### src/rtl/fetch_seq_ctrl.sv
`default_nettype none
// ============================================================================
//  Module   : fetch_seq_ctrl
//  Purpose  : Fetch sequencer driving PC control and the single-outstanding
//             instruction-memory handshake, with redirect priority and a
//             one-entry hold buffer for load-use stalls.
//  Revision : 1.0  initial release
// ============================================================================
module fetch_seq_ctrl #(
    parameter int ADDR_W  = 32,
    parameter int INSTR_W = 32
) (
    input  logic               clk,
    input  logic               rst,

    input  logic [ADDR_W-1:0]  pc,
    output logic               pc_stall,
    output logic               pc_branch_jump,
    output logic [ADDR_W-1:0]  pc_new_pc,

    output logic               imem_req_valid,
    input  logic               imem_req_ready,
    input  logic               imem_rsp_valid,
    input  logic [INSTR_W-1:0] imem_rsp_instr,

    input  logic               trap,
    input  logic [ADDR_W-1:0]  trap_vector,
    input  logic               ex_redirect,
    input  logic [ADDR_W-1:0]  ex_target,
    input  logic               id_jump,
    input  logic [ADDR_W-1:0]  id_target,

    input  logic               hold,
    output logic               fetch_valid,
    output logic [INSTR_W-1:0] fetch_instr,
    output logic [ADDR_W-1:0]  fetch_pc,
    output logic               flush_if_id
);

    localparam logic [2:0] S_BOOT  = 3'd0;
    localparam logic [2:0] S_ISSUE = 3'd1;
    localparam logic [2:0] S_WAIT  = 3'd2;
    localparam logic [2:0] S_HOLD  = 3'd3;
    localparam logic [2:0] S_KILL  = 3'd4;

    logic [2:0]         r_state;
    logic [2:0]         w_state_nx;
    logic [INSTR_W-1:0] r_buf_instr;
    logic [ADDR_W-1:0]  r_buf_pc;
    logic [ADDR_W-1:0]  r_pend;

    logic               w_redir;
    logic [ADDR_W-1:0]  w_tgt;
    logic               w_buf_load;
    logic               w_pend_load;

    assign w_redir = trap | ex_redirect | id_jump;

    always_comb begin
        if (trap) begin
            w_tgt = trap_vector;
        end else if (ex_redirect) begin
            w_tgt = ex_target;
        end else begin
            w_tgt = id_target;
        end
    end

    // Buffer only a response that survives (no redirect) but cannot be consumed.
    assign w_buf_load  = (r_state == S_WAIT) && imem_rsp_valid && !w_redir && hold;
    // Newest redirect wins while the killed response is still in flight.
    assign w_pend_load = ((r_state == S_WAIT) && !imem_rsp_valid && w_redir) ||
                         ((r_state == S_KILL) && w_redir);

    always_ff @(posedge clk or posedge rst) begin
        if (rst) begin
            r_state <= S_BOOT;
        end else begin
            r_state <= w_state_nx;
        end
    end

    always_ff @(posedge clk or posedge rst) begin
        if (rst) begin
            r_buf_instr <= '0;
            r_buf_pc    <= '0;
            r_pend      <= '0;
        end else begin
            if (w_buf_load) begin
                r_buf_instr <= imem_rsp_instr;
                r_buf_pc    <= pc;
            end
            if (w_pend_load) begin
                r_pend <= w_tgt;
            end
        end
    end

    always_comb begin
        w_state_nx = r_state;
        case (r_state)
            S_BOOT: begin
                w_state_nx = S_ISSUE;
            end
            S_ISSUE: begin
                if (!w_redir && imem_req_ready) begin
                    w_state_nx = S_WAIT;
                end
            end
            S_WAIT: begin
                if (imem_rsp_valid) begin
                    w_state_nx = (!w_redir && hold) ? S_HOLD : S_ISSUE;
                end else if (w_redir) begin
                    w_state_nx = S_KILL;
                end
            end
            S_HOLD: begin
                if (w_redir || !hold) begin
                    w_state_nx = S_ISSUE;
                end
            end
            S_KILL: begin
                if (imem_rsp_valid) begin
                    w_state_nx = S_ISSUE;
                end
            end
            default: begin
                w_state_nx = S_BOOT;
            end
        endcase
    end

    always_comb begin
        pc_stall       = 1'b1;
        pc_branch_jump = 1'b0;
        pc_new_pc      = '0;
        imem_req_valid = 1'b0;
        fetch_valid    = 1'b0;
        fetch_instr    = '0;
        fetch_pc       = '0;
        flush_if_id    = (r_state != S_BOOT) && w_redir;

        case (r_state)
            S_ISSUE: begin
                imem_req_valid = !w_redir;
                if (w_redir) begin
                    pc_stall       = 1'b0;
                    pc_branch_jump = 1'b1;
                    pc_new_pc      = w_tgt;
                end
            end
            S_WAIT: begin
                if (imem_rsp_valid && w_redir) begin
                    pc_stall       = 1'b0;
                    pc_branch_jump = 1'b1;
                    pc_new_pc      = w_tgt;
                end else if (imem_rsp_valid && !hold) begin
                    pc_stall    = 1'b0;
                    fetch_valid = 1'b1;
                    fetch_instr = imem_rsp_instr;
                    fetch_pc    = pc;
                end
            end
            S_HOLD: begin
                if (w_redir) begin
                    pc_stall       = 1'b0;
                    pc_branch_jump = 1'b1;
                    pc_new_pc      = w_tgt;
                end else begin
                    fetch_valid = 1'b1;
                    fetch_instr = r_buf_instr;
                    fetch_pc    = r_buf_pc;
                    pc_stall    = hold;
                end
            end
            S_KILL: begin
                if (imem_rsp_valid) begin
                    pc_stall       = 1'b0;
                    pc_branch_jump = 1'b1;
                    pc_new_pc      = w_redir ? w_tgt : r_pend;
                end
            end
            default: begin
            end
        endcase
    end

endmodule
`default_nettype wire

### config.mk
export PLATFORM = sky130hd
export DESIGN_NAME = fetch_seq_ctrl
export DESIGN_NICKNAME = d
export VERILOG_FILES = /design/src/rtl/fetch_seq_ctrl.sv
export SDC_FILE = /design/constraint.sdc
export NUM_CORES = 1
export LEC_CHECK = 0
export CORE_MARGIN = 5
export CORE_UTILIZATION = 43
export DETAILED_ROUTE_END_ITERATION = 16
export GPL_TIMING_DRIVEN = 0
export HOLD_SLACK_MARGIN = 0.08
export PLACE_DENSITY = 0.9
export SLEW_MARGIN = 20
export SYNTH_ARGS = -nofsm -noshare
export SYNTH_HDL_FRONTEND = slang
export SYNTH_SLANG_ARGS = --single-unit
export TNS_END_PERCENT = 50
### constraint.sdc
create_clock -name clk -period 4.6 [get_ports clk]
set_input_delay 0.92 -clock clk [delete_from_list [all_inputs] [get_ports clk]]
set_output_delay 0.92 -clock clk [all_outputs]
set_load 0.03 [all_outputs]
==> qor.csv, run 1 <==
stage,metric,value,unit
outcome,status,"finished, final reports clean",
logic_synthesis,post-synth top area share,41.54,%
timing,Worst Skew,0.006735,ns
global_routing,first-pass GRT wire length,31120,µm
logic_synthesis,number of distinct library cells after synthesis,33,
logic_synthesis,"EDFF count, synth",0,
timing,setup ws final,0.1448,ns
global_routing,GR Overflow Total,0,
hold_path,Hold Path Class,flop to flop,
critical_path,crit path max fanout,10,
die,# IOs,269,
routing,final WL,19620,µm
logic_synthesis,Main synth FF type,dfrtp_1,
timing,setup TNS,0,ns
timing,Slew Limit Fails,0,
critical_path,Critical Path AT,3.54,ns
place,DP HPWL,15560,µm
logic_synthesis,"count leader, synth",dfrtp_1,
global_routing,initial antenna violation count,2,
global_routing,largest net degree at the start of global routing,59,
critical_path,Crit. End Element,primary output,
logic_synthesis,Synth warnings,0,
die,die width,127.8,µm
logic_synthesis,synthesized area,0.005963,mm²
cells_and_area,nets,1021,
clock_tree,CTS tree,done,
clock_tree,clk_lat worst skew,0.34,ns
cells_and_area,Finished Layout Cells,1038,
cells_and_area,share of post-route cells with drive strength above 1,15.75,%
logic_synthesis,top cell type by total area after synthesis,dfrtp_1,
place,GP Congestion,0.8268,
clock_tree,Clock Sinks,99,
timing,worst-margin pin slew,0.7661,ns
clock_tree,H-tree depth,3,
clock_tree,Worst-path clk slew,0.07,ns
routing,First-pass DRT Iterations,5,
timing,Final period util,96.85,%
place,placed cell count,1021,
die,cell row count,43,
routing,via count,5559,
clock_tree,Post-CTS Hold Fix Bufs,0,
routing,drc violations,0,
power_and_ir_drop,P_leak,3.745,nW
timing,Fmax,224.5,MHz
place,placed instance area,0.008884,mm²
routing,Initial DRC Count,308,
routing,Detail Route Antenna Nets,0,
clock_tree,clk buf depth,2,
logic_synthesis,Seq cells post-synth,99,
logic_synthesis,"top cells by area, synth","dfrtp_1, mux2_2, mux2i_1",
die,Placeable Area,0.01372,mm²
clock_tree,clk root buf,clkbuf_16,
timing,Final min period,4.455,ns
global_routing,Total GRT Usage,23.73,%
critical_path,CP Class,input pin to primary output,
cells_and_area,post-route cell area,0.009205,mm²
logic_synthesis,Synth top cells by count,"dfrtp_1, mux2_2, nor2_1",
logic_synthesis,Syn Inst Count,574,
critical_path,startpoint type of the worst setup path,input pin,
place,PortBufs,266,
die,Starting Density,43.47,%
die,chip height,127.8,µm
place,pre-CTS setup slack,-0.05293,ns
global_routing,vias in the first global route,5976,
cells_and_area,P&R area growth vs syn,54.36,%
logic_synthesis,Mean Syn Cell Area,10.39,µm²
logic_synthesis,Async SR Flop Fraction,100.0,%
critical_path,"Req. time, crit path",3.68,ns
power_and_ir_drop,"Power, Total",2.196,mW
timing,slew margin rel.,48.93,%
routing,mean routed wirelength per cell,18.90,µm
logic_synthesis,Mapped Nets,742,
routing,DR vias/cell,5.355,
timing,# setup viols final,0,
clock_tree,CTS buffer count,9,
die,die area,0.01632,mm²
power_and_ir_drop,Max VDD drop,0.1849,mV
job,Max-Cap Viols,0,
logic_synthesis,part of the Yosys area used for sequential elements,41.54,%
timing,Fin. Hold Viols,0,
power_and_ir_drop,power per cell area,238.6,mW/mm²
-- routing by layer --
layer,track usage [%],share of wire (%),vias to the layer above
met5,0,0.066,-
met4,7.740,2.0,2
met3,9.792,11,27
met2,40.36,49,230
met1,27.12,38,2672
li1,-,-,2628
-- area by class of cell --
| type | instances | area [µm²] |
|---|---|---|
| fillers | 1071 | 4514 |
| multi-input cells | 384 | 3078 |
| repair buffers | 268 | 2705 |
| flip-flops and latches | 99 | 2477 |
| plain buffers | 55 | 286.5 |
| clock buffers | 9 | 225.2 |
| well taps | 180 | 225.2 |
| inverters | 36 | 140.1 |
| clock inverters | 6 | 65.06 |
| diodes | 1 | 2.502 |
-- stage by stage --
| step | utilization, % | hold WS (ns) |
|---|---|---|
| after CTS | 66.92 | 0.4965 |
| final | 67.10 | 0.4905 |
| after floorplan | - | 0.4591 |
| after detailed placement | 64.75 | 0.4803 |
| after global routing | 67.10 | 0.5215 |
| after global placement | 64.51 | 0.4688 |
-- critical path, stage by stage --
cell	delay [ns]
clkdlybuf4s50_1	0.61
nor4bb_1	0.22
buf_2	0.24
o21ba_2	0.23
clkbuf_1	0.25
o31ai_1	0.33
clkdlybuf4s50_1	0.74
-- timing repair --
item / in CTS / in global routing
gates resized for setup: 2 / 12
setup endpoints to repair: 12 / 16
setup buffers: 0 / 1
pin swaps: 0 / 1
-- cells in the final DEF, fill, tap and decap left out, types with 2 or more instances in the layout --
| cell | n |
|---|---|
| clkdlybuf4s50_1 | 263 |
| dfrtp_1 | 99 |
| mux2_2 | 91 |
| nor2_1 | 69 |
| mux2i_1 | 64 |
| a22oi_1 | 64 |
| inv_1 | 35 |
| nand3_1 | 33 |
| o31ai_1 | 32 |
| clkbuf_1 | 28 |
| buf_6 | 9 |
| clkbuf_16 | 9 |
| buf_1 | 8 |
| clkbuf_2 | 6 |
| mux2_1 | 5 |
| buf_2 | 4 |
| o21ai_0 | 4 |
| a21oi_1 | 3 |
| inv_6 | 3 |
| dlymetal6s2s_1 | 3 |
| nand2b_1 | 2 |
| nor3_4 | 2 |
| clkinv_2 | 2 |
-- logic make-up after synthesis --
logic type / count (synthesis) / share of synthesized area [%]
mux: 160 / 28.87
simple gates: 116 / 9.022
compound gates: 108 / 13.62
buf+inv: 91 / 6.945
flops: 99 / 41.54
-- flip-flops by register name, summed over array words and instances, names as in the netlist --
signal,cells
r_buf_pc,32
r_pend,32
r_state,3
r_buf_instr,32
-- path summary, 6_finish.rpt --
path | cells after the start | slack, ns | startpoint | end
max | 7 | 0.14 | imem_rsp_valid | pc_new_pc[20]
min | 1 | 0.49 | r_buf_instr[6] | r_buf_instr[6]
max reg2reg | 5 | 2.50 | r_state[2] | r_pend[1]
min reg2reg | 1 | 0.49 | r_buf_instr[6] | r_buf_instr[6]
max in group asynchronous | 3 | 3.01 | rst | r_buf_instr[21]
min in group asynchronous | 2 | 0.96 | rst | r_pend[26]
-- power breakdown --
group          switching (mW)  total [mW]  internal [mW]
Clock                   0.339       0.760          0.421
Sequential             0.0244       0.941          0.917
Combinational           0.232       0.495          0.263
Total                   0.595        2.20           1.60
Note: power is estimated with default switching activity, not from simulation.
==> run 2: changes to the inputs <==
- GPL_ROUTABILITY_DRIVEN: not set -> 0
- clock period: 4.6 -> 4.8 ns (I/O delays scaled with it)
==> run 2 against run 1 <==
Net effect: wire length fell by 0.47%; critical path depth unchanged; worst hold slack better by 0.0014 ns; clock power decreased by 4.6%; utilization is 0.16 points lower; die area stayed put; register-to-register slack better by 0.19 ns; critical path type unchanged; largest cell class unchanged; largest power group unchanged.
==> qor.csv, run 2 (synthesized netlist as in run 1, its figures left out) <==
stage,metric,value,unit
outcome,status,"finished, final reports clean",
global_routing,vias in the first global route,5971,
timing,Final min period,4.580,ns
die,Starting Density,43.47,%
critical_path,Critical Path AT,3.62,ns
critical_path,startpoint type of the worst setup path,input pin,
routing,Initial DRC Count,262,
timing,Worst Skew,0.008708,ns
die,# IOs,269,
routing,final WL,19530,µm
power_and_ir_drop,power per cell area,228.7,mW/mm²
timing,Final period util,95.42,%
power_and_ir_drop,"Power, Total",2.100,mW
hold_path,Hold Path Class,flop to flop,
die,die area,0.01632,mm²
hold_path,hold wc startpoint,r_buf_instr[6],
power_and_ir_drop,Max VDD drop,0.1772,mV
timing,worst-margin pin slew,0.7740,ns
clock_tree,H-tree depth,3,
routing,Detail Route Antenna Nets,0,
clock_tree,CTS buffer count,9,
global_routing,GR Overflow Total,0,
routing,via count,5554,
timing,slew margin rel.,48.40,%
cells_and_area,"commonest non-fill, non-tap cell in the layout",clkdlybuf4s50_1,
timing,RSZ-0062 raised after global routing,no,
clock_tree,clk_lat worst skew,0.34,ns
timing,# setup viols final,0,
clock_tree,post-CTS setup buffer count,0,
clock_tree,Clock Sinks,99,
place,placed instance area,0.008884,mm²
job,Max-Cap Viols,0,
global_routing,first-pass GRT wire length,31130,µm
timing,Slew Limit Fails,0,
cells_and_area,"commonest cells after routing, fill and taps aside","clkdlybuf4s50_1, dfrtp_1, mux2_2",
global_routing,Total GRT Usage,23.74,%
routing,First-pass DRT Iterations,5,
die,Placeable Area,0.01372,mm²
clock_tree,clk root buf,clkbuf_16,
timing,Fmax,218.3,MHz
clock_tree,Worst-path clk slew,0.07,ns
routing,drc violations,0,
cells_and_area,post-route cell area,0.009184,mm²
critical_path,Crit. End Element,primary output,
clock_tree,CTS tree,done,
place,pre-CTS setup slack,0.06707,ns
cells_and_area,multi-input logic area,0.003078,mm²
cells_and_area,share of post-route cells with drive strength above 1,15.07,%
cells_and_area,P&R area growth vs syn,54.01,%
critical_path,"critical path, cell by cell",clkdlybuf4s50_1 -> nor3_4 -> clkbuf_1 -> clkbuf_1 -> nand3_1 -> o31ai_1 -> clkdlybuf4s50_1,
critical_path,Worst path slowest cell,clkdlybuf4s50_1,
hold_path,Worst Hold Path Cells,1,
cells_and_area,Largest regs,"r_buf_instr: 32 flops, r_buf_pc: 32 flops, r_pend: 32 flops",
global_routing,initial antenna violation count,2,
timing,Hold WS,0.4919,ns
cells_and_area,nets,1020,
place,DP HPWL,15560,µm
critical_path,"reg-to-reg slack, setup",2.69,ns
timing,setup ws final,0.2201,ns
critical_path,"Req. time, crit path",3.84,ns
clock_tree,clk buf depth,2,
timing,setup TNS,0,ns
timing,Fin. Hold Viols,0,
critical_path,CP peak stage delay,0.76,ns
critical_path,worst-case reg-to-reg path depth,5,
hold_path,Hold EP,r_buf_instr[6],
critical_path,Worst R2R Start,r_state[2],
place,PortBufs,266,
cells_and_area,# fillers,1077,
global_routing,largest net degree at the start of global routing,59,
critical_path,Reg-to-Reg End,r_pend[1],
die,cell row count,43,
critical_path,CP Class,input pin to primary output,
routing,DR vias/cell,5.356,
cells_and_area,Reg area,0.002477,mm²
die,die width,127.8,µm
power_and_ir_drop,P_leak,3.682,nW
routing,mean routed wirelength per cell,18.83,µm
die,chip height,127.8,µm
critical_path,crit path max fanout,10,
clock_tree,Post-CTS Hold Fix Bufs,0,
## run 2: repair_timing
action,in CTS,in global routing
endpoints found under the setup margin,0,57
endpoints found under the hold margin,0,0
gates resized for setup,0,3
## run 2: power breakdown
group | switching, mW | internal [mW]
clock | 0.321 | 0.403
combinational | 0.222 | 0.252
sequential | 0.0233 | 0.878
total | 0.567 | 1.53
## run 2: per-stage QoR
step / std cells / utilization [%]
2_1_floorplan: 574 / -
3_3_place_gp: 1020 / 64.51
3_5_place_dp: 1021 / 64.75
4_1_cts: 1036 / 66.87
5_1_grt: 1037 / 66.94
6_report: 1037 / 66.94
## run 2: layout make-up
| cell class | instances | share of cell area (%) |
|---|---|---|
| repair buffers | 267 | 29.29 |
| plain buffers | 55 | 3.052 |
| diodes | 1 | 0.02725 |
| well taps | 180 | 2.452 |
| clock buffers | 9 | 2.452 |
| inverters | 36 | 1.526 |
| multi-input cells | 384 | 33.51 |
| flip-flops and latches | 99 | 26.98 |
| clock inverters | 6 | 0.7084 |
## run 2: how the worst max path moves through the flow
stage | from | depth (start not counted) | to
finish | id_jump | 7 | pc_new_pc[24]
global route | id_jump | 7 | pc_new_pc[24]
CTS | imem_rsp_valid | 7 | fetch_pc[18]
detailed placement | id_jump | 7 | pc_new_pc[24]
global placement | rst | 2 | r_buf_pc[8]
floorplan | ex_redirect | 5 | pc_new_pc[0]
## run 2: worst max-delay path: cells and delay by family
family,cells,cell delay (ns)
AOI/OAI and AO/OA,1,0.11
buffers and inverters,4,2.05
and+or+nand+nor,2,0.50
## run 2: per-layer routing
layer | global-route usage (%) | vias to the layer above | part of all wire [%] | wire, µm
met4 | 7.740 | 2 | 2.0 | 400
met1 | 27.15 | 2670 | 38 | 7352
met3 | 9.792 | 30 | 11 | 2162
met2 | 40.36 | 231 | 49 | 9601
met5 | 0 | - | 0.067 | 13
li1 | - | 2621 | - | -
==> run 3: changes to the inputs <==
- SLEW_MARGIN: 20 -> not set
==> run 3 against run 2 <==
Net effect: worst hold slack barely moved; clock skew rose by 0.0015 ns; worst setup slack got worse by 0.024 ns; highest routed layer unchanged; via count rose by 0.90%; clock power rose by 0.6%; die area did not move.
==> qor.csv, run 3 (synthesized netlist as in run 1, its figures left out) <==
stage,metric,value,unit
timing,RSZ-0062 raised after global routing,no,
die,cell row count,43,
clock_tree,H-tree depth,3,
global_routing,first-pass GRT wire length,31100,µm
place,DP HPWL,15540,µm
global_routing,initial antenna violation count,2,
power_and_ir_drop,P_leak,3.685,nW
global_routing,GR peak layer,met2,
die,die area,0.01632,mm²
timing,Final period util,95.91,%
power_and_ir_drop,Sw Share,27.16,%
power_and_ir_drop,sequential share of power,42.8,%
timing,# setup viols final,0,
job,Max-Cap Viols,0,
cells_and_area,post-route cell area,0.009183,mm²
routing,mean routed wirelength per cell,19.02,µm
cells_and_area,P&R area growth vs syn,53.99,%
global_routing,met1 Use GR,27.19,%
power_and_ir_drop,"Power, Total",2.105,mW
global_routing,largest net degree at the start of global routing,59,
critical_path,startpoint type of the worst setup path,input pin,
power_and_ir_drop,Clock power frac,34.6,%
critical_path,CP Class,input pin to primary output,
timing,Fin. Hold Viols,0,
clock_tree,post-CTS setup buffer count,0,
timing,Worst Skew,0.01023,ns
clock_tree,CTS tree,done,
power_and_ir_drop,combinational power share,22.5,%
timing,Final min period,4.604,ns
routing,via count,5604,
cells_and_area,"commonest cells after routing, fill and taps aside","clkdlybuf4s50_1, dfrtp_1, mux2_2",
timing,Fmax,217.2,MHz
clock_tree,clk_lat worst skew,0.34,ns
timing,worst-margin pin slew,0.7835,ns
cells_and_area,nets,1020,
cells_and_area,Reg area,0.002477,mm²
power_and_ir_drop,Cell Int Power,1.534,mW
global_routing,met3 Use GR,9.042,%
cells_and_area,"commonest non-fill, non-tap cell in the layout",clkdlybuf4s50_1,
hold_path,Hold Path Class,flop to flop,
routing,drc violations,0,
clock_tree,Worst-path clk slew,0.07,ns
cells_and_area,multi-input logic area,0.003078,mm²
critical_path,Crit. End Element,primary output,
cells_and_area,share of post-route cells with drive strength above 1,15.07,%
die,Placeable Area,0.01372,mm²
global_routing,vias in the first global route,6010,
routing,First-pass DRT Iterations,5,
timing,Slew Limit Fails,0,
place,placed cell count,1021,
cells_and_area,# fillers,1083,
global_routing,GR Overflow Total,0,
die,Starting Density,43.47,%
clock_tree,clk root buf,clkbuf_16,
outcome,status,"finished, final reports clean",
routing,Initial DRC Count,266,
critical_path,CP peak stage delay,0.76,ns
place,PortBufs,266,
place,placed instance area,0.008881,mm²
routing,final WL,19720,µm
critical_path,"Req. time, crit path",3.84,ns
power_and_ir_drop,Max VDD drop,0.1243,mV
clock_tree,clk buf depth,2,
power_and_ir_drop,power per cell area,229.3,mW/mm²
die,# IOs,269,
routing,Detail Route Antenna Nets,0,
critical_path,"critical path, cell by cell",clkdlybuf4s50_1 -> nor3_4 -> clkbuf_1 -> clkbuf_1 -> nand3_1 -> o31ai_1 -> clkdlybuf4s50_1,
timing,slew margin rel.,47.76,%
clock_tree,Clock Sinks,99,
critical_path,Worst path slowest cell,clkdlybuf4s50_1,
global_routing,GRT met2 Usage,40.85,%
clock_tree,CTS buffer count,9,
routing,DR vias/cell,5.404,
die,chip height,127.8,µm
cells_and_area,Largest regs,"r_buf_instr: 32 flops, r_buf_pc: 32 flops, r_pend: 32 flops",
timing,setup TNS,0,ns
die,die width,127.8,µm
cells_and_area,Finished Layout Cells,1037,
critical_path,Critical Path AT,3.64,ns
critical_path,crit path max fanout,10,
global_routing,Total GRT Usage,23.61,%
power_and_ir_drop,Sw Pwr,0.5717,mW
[run 3: cell types whose count changed in the layout (fill, tap and decap cells not counted)]
| cell | before | now |
|---|---|---|
| clkinvlp_4 | 1 | 0 |
| inv_6 | 3 | 1 |
| clkinv_4 | 0 | 2 |
| inv_4 | 0 | 1 |
[run 3: critical path: cells and delay by family]
kind	cells	cell delay, ns
buffers and inverters	4	2.06
AO/OA/AOI/OAI	1	0.12
AND/OR/NAND/NOR	2	0.50
[run 3: worst paths after layout]
kind / start / end / slack, ns / depth (start not counted)
max reg2reg: r_state[2] / r_pend[3] / 2.69 / 5
min reg2reg: r_buf_instr[6] / r_buf_instr[6] / 0.49 / 1
max: id_jump / pc_new_pc[24] / 0.20 / 7
max in group asynchronous: rst / r_buf_instr[30] / 3.07 / 3
min in group asynchronous: rst / r_pend[26] / 1.03 / 2
min: r_buf_instr[6] / r_buf_instr[6] / 0.49 / 1
[run 3: per-layer routing]
layer | vias up | wire length, µm
met4 | 2 | 396
met2 | 222 | 9640
met1 | 2730 | 7512
li1 | 2626 | -
met5 | - | 7
met3 | 24 | 2168
[run 3: area by class of cell]
cell class	count	area share [%]
Sequential cell	99	26.98
Inverter	36	1.499
Clock buffer	9	2.453
Antenna cell	1	0.02725
Timing Repair Buffer	267	29.30
Clock inverter	6	0.7222
Multi-Input combinational cell	384	33.52
Buffer	55	3.052
Tap cell	180	2.453
[run 3: power by group through the flow]
stage | sequential [mW] | combinational, mW | clock [mW]
2_1_floorplan | 0.911 | 0.220 | 0
4_1_cts | 0.901 | 0.477 | 0.742
6_report | 0.902 | 0.474 | 0.729
3_5_place_dp | 0.917 | 0.476 | 0
5_1_grt | 0.906 | 0.508 | 0.775
3_3_place_gp | 0.914 | 0.462 | 0
[run 3: timing repair]
item,in CTS,in global routing
resized for setup,0,3
endpoints found under the hold margin,0,0
hold buffers,0,0
setup endpoints to repair,0,24
[run 3: metrics by stage]
step	setup slack [ns]	hold slack [ns]	util, %
after global routing	0.04554	0.5183	66.93
after floorplan	1.197	0.4591	-
final	0.1963	0.4921	66.93
after CTS	0.05463	0.4964	66.86
after detailed placement	0.05684	0.4803	64.73
after global placement	-0.4179	0.4688	64.51
